--- config.mk ---
export PLATFORM = sky130hd
export DESIGN_NAME = fp_to_int
export DESIGN_NICKNAME = d
export VERILOG_FILES = /design/src/rtl/fp_pkg.sv /design/src/rtl/fp_unpack.sv /design/src/rtl/fp_to_int.sv
export SDC_FILE = /design/constraint.sdc
export NUM_CORES = 1
export LEC_CHECK = 0
export ABC_CLOCK_PERIOD_IN_PS = 2900
export CORE_ASPECT_RATIO = 2
export CORE_MARGIN = 3
export CORE_UTILIZATION = 50
export CTS_CLUSTER_DIAMETER = 40
export DETAILED_ROUTE_END_ITERATION = 16
export GPL_ROUTABILITY_DRIVEN = 0
export PLACE_DENSITY = 0.76
export SYNTH_ARGS = -nofsm -noshare
export SYNTH_HDL_FRONTEND = slang
export SYNTH_SLANG_ARGS = --single-unit
--- constraint.sdc ---
create_clock -name clk -period 2.9 [get_ports clk]
set_input_delay 0.58 -clock clk [delete_from_list [all_inputs] [get_ports clk]]
set_output_delay 0.58 -clock clk [all_outputs]
set_load 0.03 [all_outputs]
--- src/rtl/fp_pkg.sv ---
// fp_pkg
//   Shared definitions for the binary32 -> signed integer converter:
//   field widths, exponent bias, saturation constants, FSM state encoding,
//   operand classification and field-extraction helpers.
package fp_pkg;

  localparam int INT_SIZE      = 32;
  localparam int PRECISION     = 32;
  localparam int EXPONENT_SIZE = 8;
  localparam int MANTISSA_SIZE = 23;
  localparam int EXP_BIAS      = (1 << (EXPONENT_SIZE - 1)) - 1;

  // Significand register carries one spare bit above the integer width.
  localparam int SIG_W = INT_SIZE + 1;
  localparam int CNT_W = 5;

  localparam logic [INT_SIZE-1:0] INT_MAX = {1'b0, {(INT_SIZE-1){1'b1}}};
  localparam logic [INT_SIZE-1:0] INT_MIN = {1'b1, {(INT_SIZE-1){1'b0}}};

  typedef enum logic [1:0] {
    ST_IDLE   = 2'd0,
    ST_SHIFT  = 2'd1,
    ST_FINISH = 2'd2
  } state_e;

  typedef enum logic [2:0] {
    CLS_ZERO   = 3'd0,
    CLS_DENORM = 3'd1,
    CLS_INF    = 3'd2,
    CLS_NAN    = 3'd3,
    CLS_UNDER  = 3'd4,
    CLS_OVER   = 3'd5,
    CLS_NORMAL = 3'd6
  } fp_class_e;

  function automatic logic fp_sign(input logic [PRECISION-1:0] f);
    return f[PRECISION-1];
  endfunction

  function automatic logic [EXPONENT_SIZE-1:0] fp_exp(input logic [PRECISION-1:0] f);
    return f[PRECISION-2 -: EXPONENT_SIZE];
  endfunction

  function automatic logic [MANTISSA_SIZE-1:0] fp_man(input logic [PRECISION-1:0] f);
    return f[MANTISSA_SIZE-1:0];
  endfunction

endpackage

--- src/rtl/fp_unpack.sv ---
// fp_unpack
//   Combinational front end: splits a binary32 word into its fields,
//   classifies it and derives the shift needed to align the significand
//   with the integer LSB.
// Ports
//   fp          in   operand word
//   sign        out  sign bit
//   man         out  stored fraction
//   cls         out  zero/denorm/inf/nan/underflow/overflow/normal
//   e           out  unbiased exponent (signed)
//   shamt       out  |e - mantissa_size| (meaningful for normal class only)
//   shift_left  out  1 when e > mantissa_size
module fp_unpack
  import fp_pkg::*;
(
  input  logic [PRECISION-1:0]         fp,
  output logic                         sign,
  output logic [MANTISSA_SIZE-1:0]     man,
  output fp_class_e                    cls,
  output logic signed [EXPONENT_SIZE:0] e,
  output logic [CNT_W-1:0]             shamt,
  output logic                         shift_left
);

  localparam logic signed [EXPONENT_SIZE:0] BIAS_S  = EXP_BIAS;
  localparam logic signed [EXPONENT_SIZE:0] MAN_S   = MANTISSA_SIZE;
  localparam logic signed [EXPONENT_SIZE:0] E_MAX_S = INT_SIZE - 1;

  logic [EXPONENT_SIZE-1:0]      exp_f;
  logic signed [EXPONENT_SIZE:0] diff;
  logic signed [EXPONENT_SIZE:0] ndiff;

  always_comb begin
    sign  = fp_sign(fp);
    exp_f = fp_exp(fp);
    man   = fp_man(fp);

    e     = $signed({1'b0, exp_f}) - BIAS_S;
    diff  = e - MAN_S;
    ndiff = -diff;

    shift_left = !diff[EXPONENT_SIZE] && (diff != '0);
    shamt      = shift_left ? diff[CNT_W-1:0] : ndiff[CNT_W-1:0];

    if (exp_f == '0) begin
      cls = (man == '0) ? CLS_ZERO : CLS_DENORM;
    end else if (&exp_f) begin
      cls = (man == '0) ? CLS_INF : CLS_NAN;
    end else if (e[EXPONENT_SIZE]) begin
      cls = CLS_UNDER;
    end else if (e >= E_MAX_S) begin
      cls = CLS_OVER;
    end else begin
      cls = CLS_NORMAL;
    end
  end

endmodule

--- src/rtl/fp_to_int.sv ---
// fp_to_int
//   Multi-cycle binary32 -> two's-complement integer converter, truncating
//   toward zero. The significand is aligned one bit per clock.
// Ports
//   clk       in   rising-edge clock
//   reset     in   synchronous active-low reset
//   start     in   conversion request, sampled only in IDLE
//   fp        in   operand, captured on the accepting edge
//   int_out   out  integer result, held until the next completion
//                  ("int" is a reserved word in SystemVerilog)
//   done      out  one-cycle completion pulse
//   busy      out  conversion in progress
//   overflow  out  result saturated (Inf, NaN, out of range)
//   inexact   out  nonzero fraction bits were discarded
//
// state     | meaning
// ----------+--------------------------------------------------------
// ST_IDLE   | waiting for start; outputs hold last result
// ST_SHIFT  | aligning significand, one bit per clock, cnt counts down
// ST_FINISH | apply sign, publish result and flags, pulse done
module fp_to_int
  import fp_pkg::*;
(
  input  logic                 clk,
  input  logic                 reset,
  input  logic                 start,
  input  logic [PRECISION-1:0] fp,
  output logic [INT_SIZE-1:0]  int_out,
  output logic                 done,
  output logic                 busy,
  output logic                 overflow,
  output logic                 inexact
);

  localparam logic signed [EXPONENT_SIZE:0] E_MAX_S = INT_SIZE - 1;

  logic                          u_sign;
  logic [MANTISSA_SIZE-1:0]      u_man;
  fp_class_e                     u_cls;
  logic signed [EXPONENT_SIZE:0] u_e;
  logic [CNT_W-1:0]              u_shamt;
  logic                          u_left;

  fp_unpack u_unpack (
    .fp         (fp),
    .sign       (u_sign),
    .man        (u_man),
    .cls        (u_cls),
    .e          (u_e),
    .shamt      (u_shamt),
    .shift_left (u_left)
  );

  state_e              state_q,    state_d;
  logic [CNT_W-1:0]    cnt_q,      cnt_d;
  logic [SIG_W-1:0]    sig_q,      sig_d;
  logic                sign_q,     sign_d;
  logic                left_q,     left_d;
  logic                sticky_q,   sticky_d;
  logic                ovf_pend_q, ovf_pend_d;
  logic [INT_SIZE-1:0] int_q,      int_d;
  logic                done_q,     done_d;
  logic                busy_q,     busy_d;
  logic                overflow_q, overflow_d;
  logic                inexact_q,  inexact_d;
  logic [INT_SIZE-1:0] mag;

  always_comb begin
    state_d    = state_q;
    cnt_d      = cnt_q;
    sig_d      = sig_q;
    sign_d     = sign_q;
    left_d     = left_q;
    sticky_d   = sticky_q;
    ovf_pend_d = ovf_pend_q;
    int_d      = int_q;
    done_d     = 1'b0;
    busy_d     = busy_q;
    overflow_d = overflow_q;
    inexact_d  = inexact_q;
    mag        = sig_q[INT_SIZE-1:0];

    case (state_q)
      ST_IDLE: begin
        if (start) begin
          busy_d     = 1'b1;
          sign_d     = u_sign;
          sticky_d   = 1'b0;
          ovf_pend_d = 1'b0;
          cnt_d      = u_shamt;
          left_d     = u_left;
          sig_d      = {{(SIG_W-MANTISSA_SIZE-1){1'b0}}, 1'b1, u_man};
          state_d    = ST_SHIFT;

          // Special cases preload the final magnitude/sign so FINISH can
          // treat every outcome the same way: INT_MIN is -(2^31).
          case (u_cls)
            CLS_ZERO, CLS_DENORM, CLS_UNDER: begin
              sig_d    = '0;
              sticky_d = (u_cls != CLS_ZERO);
              state_d  = ST_FINISH;
            end
            CLS_NAN: begin
              sign_d     = 1'b1;
              sig_d      = {1'b0, INT_MIN};
              ovf_pend_d = 1'b1;
              state_d    = ST_FINISH;
            end
            CLS_INF, CLS_OVER: begin
              if (u_sign) begin
                sig_d      = {1'b0, INT_MIN};
                // -2^31 exactly is representable
                ovf_pend_d = (u_cls == CLS_INF) || (u_e != E_MAX_S) || (u_man != '0);
              end else begin
                sig_d      = {1'b0, INT_MAX};
                ovf_pend_d = 1'b1;
              end
              state_d = ST_FINISH;
            end
            default: ;
          endcase
        end
      end

      ST_SHIFT: begin
        if (cnt_q == '0) begin
          state_d = ST_FINISH;
        end else begin
          cnt_d = cnt_q - CNT_W'(1);
          if (left_q) begin
            sig_d = sig_q << 1;
          end else begin
            sig_d    = sig_q >> 1;
            sticky_d = sticky_q | sig_q[0];
          end
        end
      end

      ST_FINISH: begin
        int_d      = sign_q ? -mag : mag;
        overflow_d = ovf_pend_q | sig_q[SIG_W-1];
        inexact_d  = sticky_q;
        done_d     = 1'b1;
        busy_d     = 1'b0;
        state_d    = ST_IDLE;
      end

      default: state_d = ST_IDLE;
    endcase
  end

  always_ff @(posedge clk) begin
    if (!reset) begin
      state_q    <= ST_IDLE;
      cnt_q      <= '0;
      sig_q      <= '0;
      sign_q     <= 1'b0;
      left_q     <= 1'b0;
      sticky_q   <= 1'b0;
      ovf_pend_q <= 1'b0;
      int_q      <= '0;
      done_q     <= 1'b0;
      busy_q     <= 1'b0;
      overflow_q <= 1'b0;
      inexact_q  <= 1'b0;
    end else begin
      state_q    <= state_d;
      cnt_q      <= cnt_d;
      sig_q      <= sig_d;
      sign_q     <= sign_d;
      left_q     <= left_d;
      sticky_q   <= sticky_d;
      ovf_pend_q <= ovf_pend_d;
      int_q      <= int_d;
      done_q     <= done_d;
      busy_q     <= busy_d;
      overflow_q <= overflow_d;
      inexact_q  <= inexact_d;
    end
  end

  assign int_out  = int_q;
  assign done     = done_q;
  assign busy     = busy_q;
  assign overflow = overflow_q;
  assign inexact  = inexact_q;

endmodule

==> metrics, run 1 <==
CP Max Fanout=24; maxcap violations=0; Clk pwr share=0.319; Cell Pwr Density=just over 500 mW/mm^2; status=completed; Vias/cell=around 6; clk buf depth=2; register area share after synthesis=0.326; Int Pwr=between 2 and 2.5 mW; Placed Area=just under 0.006 mm^2; Post-synth top flop=dfxtp_1; chip width=76.1 um; initial antenna violation count=0; DR WL/cell=about 16 um; worst path cell trace=clkdlybuf4s50_1, nor4_1, buf_4, and4_1, nand3_1, a31oi_1, nand2_1, a21o_1, buf_12, o22a_1, a21oi_1; largest cells by area after synthesis=dfxtp_1, mux2i_1, xor2_1; Non-Filler Cell Area, Final=0.00630 mm^2; GRT overflow=0; Worst EP required=3.16 ns; Largest stage delay, worst path=0.48 ns; leading area contributor after synthesis=dfxtp_1; Starting DRT DRC Count=312; CP arrival=3.14 ns; kind of critical path=in2reg; Hold Path Class=reg2reg; synthesized area per cell=8.22 um^2; minimum clock period=between 2 and 3 ns; Post-synth ARST share=0; Synth cell types=60; syn_nets=640; Total Routing Usage GR=0.240; Row Count=50; post-cts hold buffer count=0; Total Wirelength=13300 um; Worst Hold Slack=0.465 ns; Root Buffer=clkbuf_16; largest net degree at the start of global routing=70; leakage power total=approximately 2.6 nW; Comb pwr share=0.270; DR vias=4839; Area Growth Syn to Fin=28.2%; max_slew headroom=0.541; CTS tree=yes; remaining antenna violation count=0; fill cell count=785; CTS clk-pin slew, worst paths=roughly 0.06 ns; CTS buffer count=9; Yosys reg bits=80; Synth top cells by count=dfxtp_1, nand2_1, nor2_1, clkbuf_1, o21ai_0; number of global-route vias before repair=4827; Synth Warn #=0; Sink Count=80; final critical-path share of the clock period=0.991; Starting Density=0.520; skew final=0.00597 ns; endpoints failing hold=0; Peak VDD IR=between 0.3 and 0.4 mV; Setup violations, final=0; post-place setup slack=-0.519 ns; number of enable flip-flop cells after synthesis=0; Clk Latency, worst-skew pair=0.34 ns; core area=0.00945 mm^2; Sw Share=0.313; first-pass GRT wire length=22100 um; Reg power frac=0.410; CP startpoint kind=input port; Worst Tran Pin Value=roughly 0.69 ns; Cells after Synth=598; mapped cell area=0.00492 mm^2; most frequent cell after synthesis=dfxtp_1; height of the die=146 um; DRC=0; switching power total=1.00 mW; detailed placement HPWL=9690 um; ANT cells=0; PortBufs=70; register area=roughly 0.0016 mm^2; Final Worst Setup Slack=0.0259 ns; total power=3.20 mW; crit end category=register; multi-input logic area=0.00314 mm^2; IO Pins=71; die area=about 0.011 mm^2; share of cells above drive strength 1=0.148; worst-path cell with the longest stage delay=nor4_1; Slew Limit Fails=0; CTS H-Tree Depth=3; share of the synthesized area in the top cell type=0.326; Fmax=348 MHz; DRT Pass-1 Iters=5; RSZ-0062 raised after global routing=no; final net count=roughly 700
through the flow:
| step | TNS (ns) | cells | utilization |
|---|---|---|---|
| 2_1_floorplan | 0 | 598 | - |
| 3_3_place_gp | -9.42 | 788 | 0.628 |
| 3_5_place_dp | -10.79 | 788 | 0.628 |
| 4_1_cts | 0 | 804 | 0.661 |
| 5_1_grt | 0 | 807 | 0.667 |
| 6_report | 0 | 807 | 0.667 |
cell usage in the layout, fill, tap and decap left out, types with 4 or more instances in the layout:
cell type,Yosys,layout
dfxtp_1,80,79
clkdlybuf4s50_1,0,65
nand2_1,56,56
nor2_1,54,54
buf_4,1,47
o21ai_0,45,43
a21oi_1,34,34
mux2i_1,32,31
xor2_1,31,30
o211a_1,24,24
o22a_1,22,22
a211oi_1,12,12
o31ai_1,11,11
nor3_1,10,10
inv_1,9,9
clkbuf_16,0,9
nor4_1,9,8
nand3_1,8,8
o221a_2,7,7
a31oi_1,6,6
nand3b_1,5,5
nand4_1,5,5
o211ai_1,5,5
a21boi_0,5,5
ha_1,7,5
nand4b_1,4,4
o41ai_1,4,4
xnor2_1,4,4
kinds of logic (layout without fill, tap and decap cells):
group                      Yosys count  after routing  synth area share
AOI/OAI and AO/OA                  193            193             0.285
and+or+nand+nor                    183            183             0.185
DFF                                 80             80             0.326
buffers and inverters               65            144            0.0527
xor gates and xnor gates            35             35            0.0624
muxes                               35             35            0.0720
adders and majority gates            7              7            0.0178
power groups by stage:
stage	combinational (mW)	clock [mW]	sequential, mW
floorplan	0.504	0	1.37
global placement	0.821	0	1.33
detailed placement	0.842	0	1.34
CTS	0.855	1.04	1.31
global route	0.939	1.08	1.33
finish	0.866	1.02	1.32
critical path, delay by kind of cell:
family	cells	cell delay, ns
buffers and inverters	3	0.81
AO/OA/AOI/OAI	4	0.87
AND/OR/NAND/NOR	4	0.86
sequential cells by signal, indices dropped and copies added, names as in the netlist, 2 cells and up:
register and flops:
state_q 2, sig_q 33, cnt_q 5, int_out 32
area by class of cell:
| class | instances | area share |
|---|---|---|
| tap | 130 | 0.0258 |
| clock buffer | 12 | 0.0391 |
| inverter | 9 | 0.00536 |
| timing repair buffer | 120 | 0.175 |
| clock inverter | 3 | 0.00298 |
| multi-input combinational | 453 | 0.497 |
| sequential | 80 | 0.254 |
path summary, 6_finish.rpt:
| path | end | slack (ns) | start | cells after the start |
|---|---|---|---|---|
| worst max-delay path | sig_q[13]$_SDFFE_PN0P_ | 0.03 | fp[1] | 11 |
| worst min-delay path | ovf_pend_q$_SDFFE_PN0P_ | 0.46 | ovf_pend_q$_SDFFE_PN0P_ | 2 |
| worst max register to register | int_out[29]$_SDFFE_PN0P_ | 0.17 | sig_q[11]$_SDFFE_PN0P_ | 8 |
| worst min register to register | ovf_pend_q$_SDFFE_PN0P_ | 0.46 | ovf_pend_q$_SDFFE_PN0P_ | 2 |
routing by layer:
layer	track usage	part of all wire	up-vias
met3	0.0327	0.032	44
met2	0.458	0.55	146
met5	0	0	-
met1	0.238	0.37	2300
met4	0.152	0.050	0
li1	-	-	2349
repair_timing:
item                                    CTS  global route
setup buffers                             1             3
hold endpoints to repair                  0             0
endpoints found under the setup margin   10            12
resized for setup                         9             8
pin swaps                                 1             2
(Power assumes the default switching activity.)
==> run 2, diff against run 1 <==
--- a/config.mk
+++ b/config.mk
@@ -7,7 +7,7 @@
 export LEC_CHECK = 0
 export ABC_CLOCK_PERIOD_IN_PS = 2900
 export CORE_ASPECT_RATIO = 2
-export CORE_MARGIN = 3
+export CORE_MARGIN = 2
 export CORE_UTILIZATION = 50
 export CTS_CLUSTER_DIAMETER = 40
 export DETAILED_ROUTE_END_ITERATION = 16
==> metrics, run 2 (synthesis gave the netlist of run 1 again) <==
DR vias=4850 (+0.23%); Largest stage delay, worst path=0.31 ns (-0.17 ns); post-cts hold buffer count=0 (unchanged); commonest non-fill, non-tap cell in the layout=dfxtp_1; final critical-path share of the clock period=0.953 (-0.0384); Root Buffer=clkbuf_16; Largest Register=sig_q; Largest register FFs=33 (unchanged); Worst Tran Pin Value=0.699 ns (+0.0130 ns); largest net degree at the start of global routing=50 (-29%); Starting Density=0.510 (-0.0102); maxcap violations=0 (unchanged); fill cell count=771 (-1.8%); Worst EP required=3.13 ns (-0.03 ns); Fmax=362 MHz (+4.0%); CTS tree=yes; height of the die=144 um (-1.4%); Row Count=51 (+2.0%); Area Growth Syn to Fin=27.7%; CTS H-Tree Depth=3 (unchanged); clk buf depth=2 (unchanged); Hold Path Class=reg2reg; setup_tns=0 ns (unchanged); first-pass GRT wire length=21600 um (-2.3%); DR WL/cell=16.6 um (+0.54%); Setup violations, final=0 (unchanged); CTS clk-pin slew, worst paths=0.07 ns (about the same); chip width=74.1 um (-2.6%); Non-Filler Cell Area, Final=0.00628 mm^2 (-0.42%); endpoints failing hold=0 (unchanged); worst path bufs/invs=3 (unchanged); Sink Count=80 (unchanged); Starting DRT DRC Count=323 (+3.5%); Slew Limit Fails=0 (unchanged); Metal-1 WL=4970 um (+0.77%); RSZ-0062 raised after global routing=no; most frequent cells in the layout=dfxtp_1, clkdlybuf4s50_1, nand2_1; CP Max Fanout=6 (-75%); worst-path cell with the longest stage delay=ha_1; Placed Cells=787 (-0.13%); skew final=0.00920 ns (+0.00323 ns); IO Pins=71 (unchanged); CTS buffer count=9 (unchanged); GRT overflow=0 (unchanged); Total Routing Usage GR=0.257 (+0.0168); Final Worst Setup Slack=0.137 ns (+0.111 ns); WL met3=550 um (+28%); CP arrival=2.99 ns (-0.15 ns); top layer in use=met4; detailed placement HPWL=9620 um (-0.73%); DRT Pass-1 Iters=5 (unchanged); register area=0.00160 mm^2 (unchanged); Clk Latency, worst-skew pair=0.34 ns (about the same); PortBufs=70 (unchanged); ANT cells=0 (unchanged); die area=0.0107 mm^2 (-4.0%); final core utilization=0.651 (-0.0158); status=completed; non-filler cells, final=805 (-0.25%); leakage power total=2.53 nW (-1.0%); crit end category=register; share of cells above drive strength 1=0.143 (-0.00507); core area=0.00964 mm^2 (+2.0%); initial antenna violation count=0 (unchanged); final net count=710 (-0.70%); Cell Pwr Density=521 mW/mm^2 (+2.5%); remaining antenna violation count=0 (unchanged); Vias/cell=6.02 (+0.48%); post-place setup slack=-0.501 ns (+0.0177 ns); minimum clock period=2.76 ns (-0.111 ns); multi-input logic area=0.00311 mm^2 (-0.76%); CP startpoint kind=input port; Peak VDD IR=0.350 mV (+5.4%); DRC=0 (unchanged); Worst path top cell family by delay=simple AND/OR/NAND/NOR gates; kind of critical path=in2reg; wire length on met2=7290 um (+0.37%); max_slew headroom=0.533 (-0.00867); Total Wirelength=13300 um (+0.29%); Placed Area=0.00593 mm^2 (-0.13%); number of global-route vias before repair=4637 (-3.9%); worst path cell trace=dlygate4sd2_1, inv_1, ha_1, nor2b_1, and2_0, o221ai_1, and4_1, a221oi_2, buf_4, mux2i_2, a21oi_1, nand3b_1
run 2: routing by layer:
layer  global-route usage  vias up
li1                     -     2349
met1                0.276     2281
met2                0.472      178
met3               0.0300       42
met4                0.135        0
met5                    0        -
run 2: path summary, 6_finish.rpt:
path                            from                  endpoint  slack, ns  cells after the start
max                           fp[23]     cnt_q[3]$_SDFFE_PN0P_       0.14                     12
max reg2reg   sig_q[12]$_SDFFE_PN0P_  int_out[29]$_SDFFE_PN0P_       0.20                      8
min reg2reg  int_out[0]$_SDFFE_PN0P_   int_out[0]$_SDFFE_PN0P_       0.47                      2
min          int_out[0]$_SDFFE_PN0P_   int_out[0]$_SDFFE_PN0P_       0.47                      2
run 2: final cells by class:
cell class                 count  share of cell area
sequential                    80               0.255
multi-input combinational    453               0.496
inverter                       9             0.00538
clock inverter                 6             0.00797
tap                          132              0.0263
timing repair buffer         115               0.171
clock buffer                  10              0.0381
run 2: worst reg2reg max path, cell delays in order, from the launching register on:
cell and delay (ns):
dfxtp_1 0.37, or4_4 0.52, or3_4 0.37, or3_4 0.40, nand2b_4 0.18, o41ai_2 0.32, xor2_1 0.20, nand2_1 0.09
o211a_1 0.16
run 2: metrics by stage:
| stage | power [mW] | hold WS, ns |
|---|---|---|
| detailed placement | 2.18 | 0.467 |
| global placement | 2.15 | 0.454 |
| CTS | 3.26 | 0.475 |
| finish | 3.27 | 0.469 |
| global route | 3.41 | 0.504 |
| floorplan | 1.87 | 0.441 |
run 2: report_power, final:
group          leakage, nW  internal [mW]  switching [mW]
Clock                0.136          0.612           0.485
Sequential           0.659           1.20           0.120
Combinational         1.74          0.403           0.455
run 2: what timing repair did:
action / in CTS / in global routing
resized for setup: 6 / 6
buffers inserted: 0 / 2
setup endpoints to repair: 3 / 7
pin swaps: 0 / 4
==> run 3, diff against run 2 <==
--- a/config.mk
+++ b/config.mk
@@ -5,7 +5,7 @@
 export SDC_FILE = /design/constraint.sdc
 export NUM_CORES = 1
 export LEC_CHECK = 0
-export ABC_CLOCK_PERIOD_IN_PS = 2900
+export CAP_MARGIN = 40
 export CORE_ASPECT_RATIO = 2
 export CORE_MARGIN = 2
 export CORE_UTILIZATION = 50
==> results of run 3 <==
The final DEF is identical to that of run 2; final timing and power are the same.
==> RTL edit 1 (flow settings as in run 1) <==
Encoding of `state_e`: now one-hot (3 bits for 3 states).
--- a/src/rtl/fp_pkg.sv
+++ b/src/rtl/fp_pkg.sv
@@ -17,10 +17,10 @@
   localparam logic [INT_SIZE-1:0] INT_MAX = {1'b0, {(INT_SIZE-1){1'b1}}};
   localparam logic [INT_SIZE-1:0] INT_MIN = {1'b1, {(INT_SIZE-1){1'b0}}};
 
-  typedef enum logic [1:0] {
-    ST_IDLE   = 2'd0,
-    ST_SHIFT  = 2'd1,
-    ST_FINISH = 2'd2
+  typedef enum logic [2:0] {
+    ST_IDLE   = 3'b001,
+    ST_SHIFT  = 3'b010,
+    ST_FINISH = 3'b100
   } state_e;
 
   typedef enum logic [2:0] {
Function: no difference found for any inputs over 4 cycles, from zero or initial values and one cycle with reset low; so few cycles prove little.
==> RTL edit 1 against run 1 <==
Area after synthesis grew 5.8%; clock power increased by 26%; final area is 2.7% higher; worst setup slack better by 0.19 ns; total power rose by 5.2%; sequential cell count increased by 1; critical path depth grew 1; routed wire length up 6.2%; critical path type unchanged.
==> RTL edit 1: results <==
[setup_path]
rrSetupSlack_ns = 0.49
rr_endpoint = int_out[31]
crit_family = buffers and inverters
crit_slowest_cell = clkdlybuf4s50_1
r2r-start = sig_q[2]
cp_data_arrival_time_ns = 2.91
r2r_cells = 6
critPathMaxFanout = 9

[synth]
ys_top_cells_by_area = dfxtp_1, mux2i_1, o221a_2
synthXorXnorAreaFrac_pct = 6.23
synth.top_cells.by_count = dfxtp_1, nor2_1, a21oi_1
synth_mux_area_share_pct = 6.57
synth_compound_area_share_pct = 26.5
synthAdderAreaFrac_pct = 1.44
synth_fp_nets = 674
yosysSeqAreaShare_pct = 31.2

[global_routing]
grt_pass1_wl_mm = 23.3
grt_usage_pct = 24.7
grt_pass1_vias = 4916
grt_max_degree = 40

[cells_and_area]
drive_above_1_share_pct = 17.1

[route]
first_iter_violations = 349
via_count = 5000

[outcome]
status = complete, no violations

[power]
ir_worst_vdd_uv = 351

[placement]
hpwl_mm = 10.8

[timing]
slew_headroom_pct = 32.4
fin_skew_ns = 0.00698

[clocking]
post_cts_buffers = 0
ctsResizeCount = 0

[min_path]
holdPathEnd = int_out[12]
worstHoldStart = int_out[12]
[RTL edit 1: changes by cell type after synthesis, moves of 7 or more]
| cell | before | now |
|---|---|---|
| o221a_2 | 7 | 28 |
| o22a_1 | 22 | 1 |
| clkbuf_1 | 45 | 38 |
| o21ai_0 | 45 | 37 |
| a21oi_1 | 34 | 51 |
| buf_2 | 2 | 13 |
| a211oi_1 | 12 | 2 |
| o31ai_1 | 11 | 2 |
| nor3_1 | 10 | 34 |
| o211a_1 | 24 | 11 |
[RTL edit 1: layer usage]
layer	track usage (%)	part of all wire, %	routed length, um
met1	24.7	36	5100
met2	47.9	56	7900
met3	2.99	3.3	471
met4	14.3	4.5	641
met5	0	0	0
[RTL edit 1: through the flow]
stage,hold slack (ns),instances
6_report,0.448,838
5_1_grt,0.479,838
4_1_cts,0.452,838
3_5_place_dp,0.447,822
3_3_place_gp,0.440,822
2_1_floorplan,0.441,633
[RTL edit 1: how the worst max path moves through the flow]
stage	from	to	slack, ns	cells past startpoint
detailed placement	fp[24]	sig_q[18]	-0.14	12
CTS	fp[24]	sig_q[18]	0.22	12
finish	fp[23]	cnt_q[2]	0.22	12
global placement	fp[24]	sig_q[29]	-0.05	10
floorplan	fp[23]	sig_q[6]	0.40	10
global route	fp[23]	sig_q[18]	0.007	13
[RTL edit 1: cell type report]
type,count,area (um^2),share of cell area [%]
sequential,81,1620,25.1
timing repair buffer,116,1040,16.1
tap,135,169,2.61
clock inverter,5,104,1.60
multi-input combinational,482,3280,50.6
clock buffer,11,233,3.59
inverter,8,30.0,0.464
[RTL edit 1: power breakdown]
group / internal (mW) / switching, mW / leakage, nW
Combinational: 0.366 / 0.407 / 1.63
Sequential: 1.18 / 0.124 / 0.663
Clock: 0.842 / 0.448 / 0.164
==> RTL edit 2 (config.mk and constraints of run 1) <==
Made on the original files. Set the package constant `EXPONENT_SIZE` to 9 (it was 8).
--- a/src/rtl/fp_pkg.sv
+++ b/src/rtl/fp_pkg.sv
@@ -6,7 +6,7 @@
 
   localparam int INT_SIZE      = 32;
   localparam int PRECISION     = 32;
-  localparam int EXPONENT_SIZE = 8;
+  localparam int EXPONENT_SIZE = 9;
   localparam int MANTISSA_SIZE = 23;
   localparam int EXP_BIAS      = (1 << (EXPONENT_SIZE - 1)) - 1;
 
Behaviour: not the same (a bounded check fails within 4 cycles, from zero or initial values and one cycle with reset low).
==> RTL edit 2 against run 1 <==
The run now ends with negative setup slack left; worst setup slack worse by 0.22 ns; total power is 3.0% higher; routed wire length up 17%; count of clock-buffer cells in the layout down 3; sequential cell count unchanged; non-clock buffer count rose by 24; sequential share of layout area decreased by 1.5 points; register-to-register slack got worse by 0.36 ns; area after synthesis increased by 2.8%; core utilization up 1.3 points; die area is 2.6% higher; sequential power is 3% lower; global-route usage up 3.6 points; final area increased by 6.1%; critical path type is now register to register; critical endpoint is now int_out[31]; largest power group unchanged.
==> RTL edit 2: results <==
[synth]
yosys_warnings = 0
synth_fp_nets = 670
ys_types = 66
synth.top_cells.by_count = dfxtp_1, o21ai_0, nand2_1
yosysSeqAreaShare_pct = 31.7
ys_async_sr_fraction_pct = 0
ys_top_cells_by_area = dfxtp_1, o21ai_0, mux2i_1
synth_ff_type = dfxtp_1
synth_cells = 627

[setup_path]
cp_data_arrival_time_ns = 3.29
crit_family = simple AND/OR/NAND/NOR gates
cpPeakStageDelay_ns = 0.55
critPathMaxFanout = 3
crit_slowest_cell = or4b_4

[global_routing]
grt_pass1_wl_mm = 25.5
grt_usage_pct = 27.7
grt_antenna_before_repair = 0
grt_max_degree = 51
grt_pass1_vias = 5388

[cells_and_area]
insertedDiodeCount = 0
largest_reg_flops = 33
seq_area_um2 = 1600
drive_above_1_share_pct = 17.5
num-nets-final = 777
regMostFlops = sig_q
final_cell_count_no_fill = 869
nFillCells = 852

[timing]
setup_viol = 3
worst_pin_slew_ns = 0.986
layout_setup_ws_ns = -0.193
fin_skew_ns = 0.00537
setup_tns_ns = -0.492

[clocking]
h-tree-depth = 3
cts_made_buffers = 9
cts_root_buf = clkbuf_16
insertion_delay_ns = 0.34
post_cts_buffers = 2
ctsResizeCount = 14
clockBufferDepth = 2
clk_pin_slew_ns = 0.06

[placement]
place_ws_ns = -0.463
dp.cells = 849
hpwl_mm = 11.2
placed_cell_area_um2 = 6220
numPortBuffers = 70

[power]
power.leakage_nw = 2.80
ir_worst_vdd_uv = 367

[min_path]
hp-class = register to register

[route]
first_iter_violations = 398
wirelength_mm = 15.6
vias_per_cell = 5.94
drt-pass1-iter-count = 5

[outcome]
status = finished, violations left
failed_checks = negative setup slack
==> RTL edit 2: changes by cell type in the layout (fill, tap and decap cells not counted), sizes merged, moves of 8 or more <==
cell / delta
o22a: -22
o211a: -8
buf: +23
inv: +24
o21ai: +34
a221oi: +23
==> RTL edit 2: worst paths after layout <==
kind	to	startpoint	depth (start not counted)	slack, ns
worst max-delay path	int_out[31]	sig_q[14]	8	-0.19
worst min-delay path	int_out[0]	int_out[0]	2	0.47
worst max register to register	int_out[31]	sig_q[14]	8	-0.19
worst min register to register	int_out[0]	int_out[0]	2	0.47
==> RTL edit 2: report_power, final <==
part	internal (mW)	leakage (nW)	switching (mW)
registers	1.18	0.659	0.0959
clock network	0.656	0.126	0.455
logic	0.419	2.02	0.490
total	2.26	2.80	1.04
==> RTL edit 2: cell type report <==
class | count | share of cell area [%]
Timing Repair Buffer | 144 | 19.4
Clock buffer | 9 | 3.37
Tap cell | 132 | 2.47
Inverter | 33 | 1.85
Sequential cell | 80 | 24.0
Clock inverter | 5 | 0.898
Multi-Input combinational cell | 466 | 48.0
==> RTL edit 2: metal layers <==
metal	up-vias	track usage, %	wire (um)	share of wire [%]
li1	2494	-	-	-
met2	168	51.5	8450	54
met3	69	5.09	640	4.1
met5	-	0	0	0
met4	0	19.4	1110	7.1
met1	2433	26.9	5380	35
==> RTL edit 2: kinds of logic after synthesis <==
| kind of cell | Yosys count | synth area share [%] |
|---|---|---|
| adders and majority gates | 8 | 1.98 |
| muxes | 36 | 7.36 |
| xor gates and xnor gates | 37 | 6.41 |
| buffers and inverters | 81 | 7.53 |
| AOI/OAI and AO/OA | 205 | 27.0 |
| and+or+nand+nor | 180 | 18.0 |
| DFF | 80 | 31.7 |
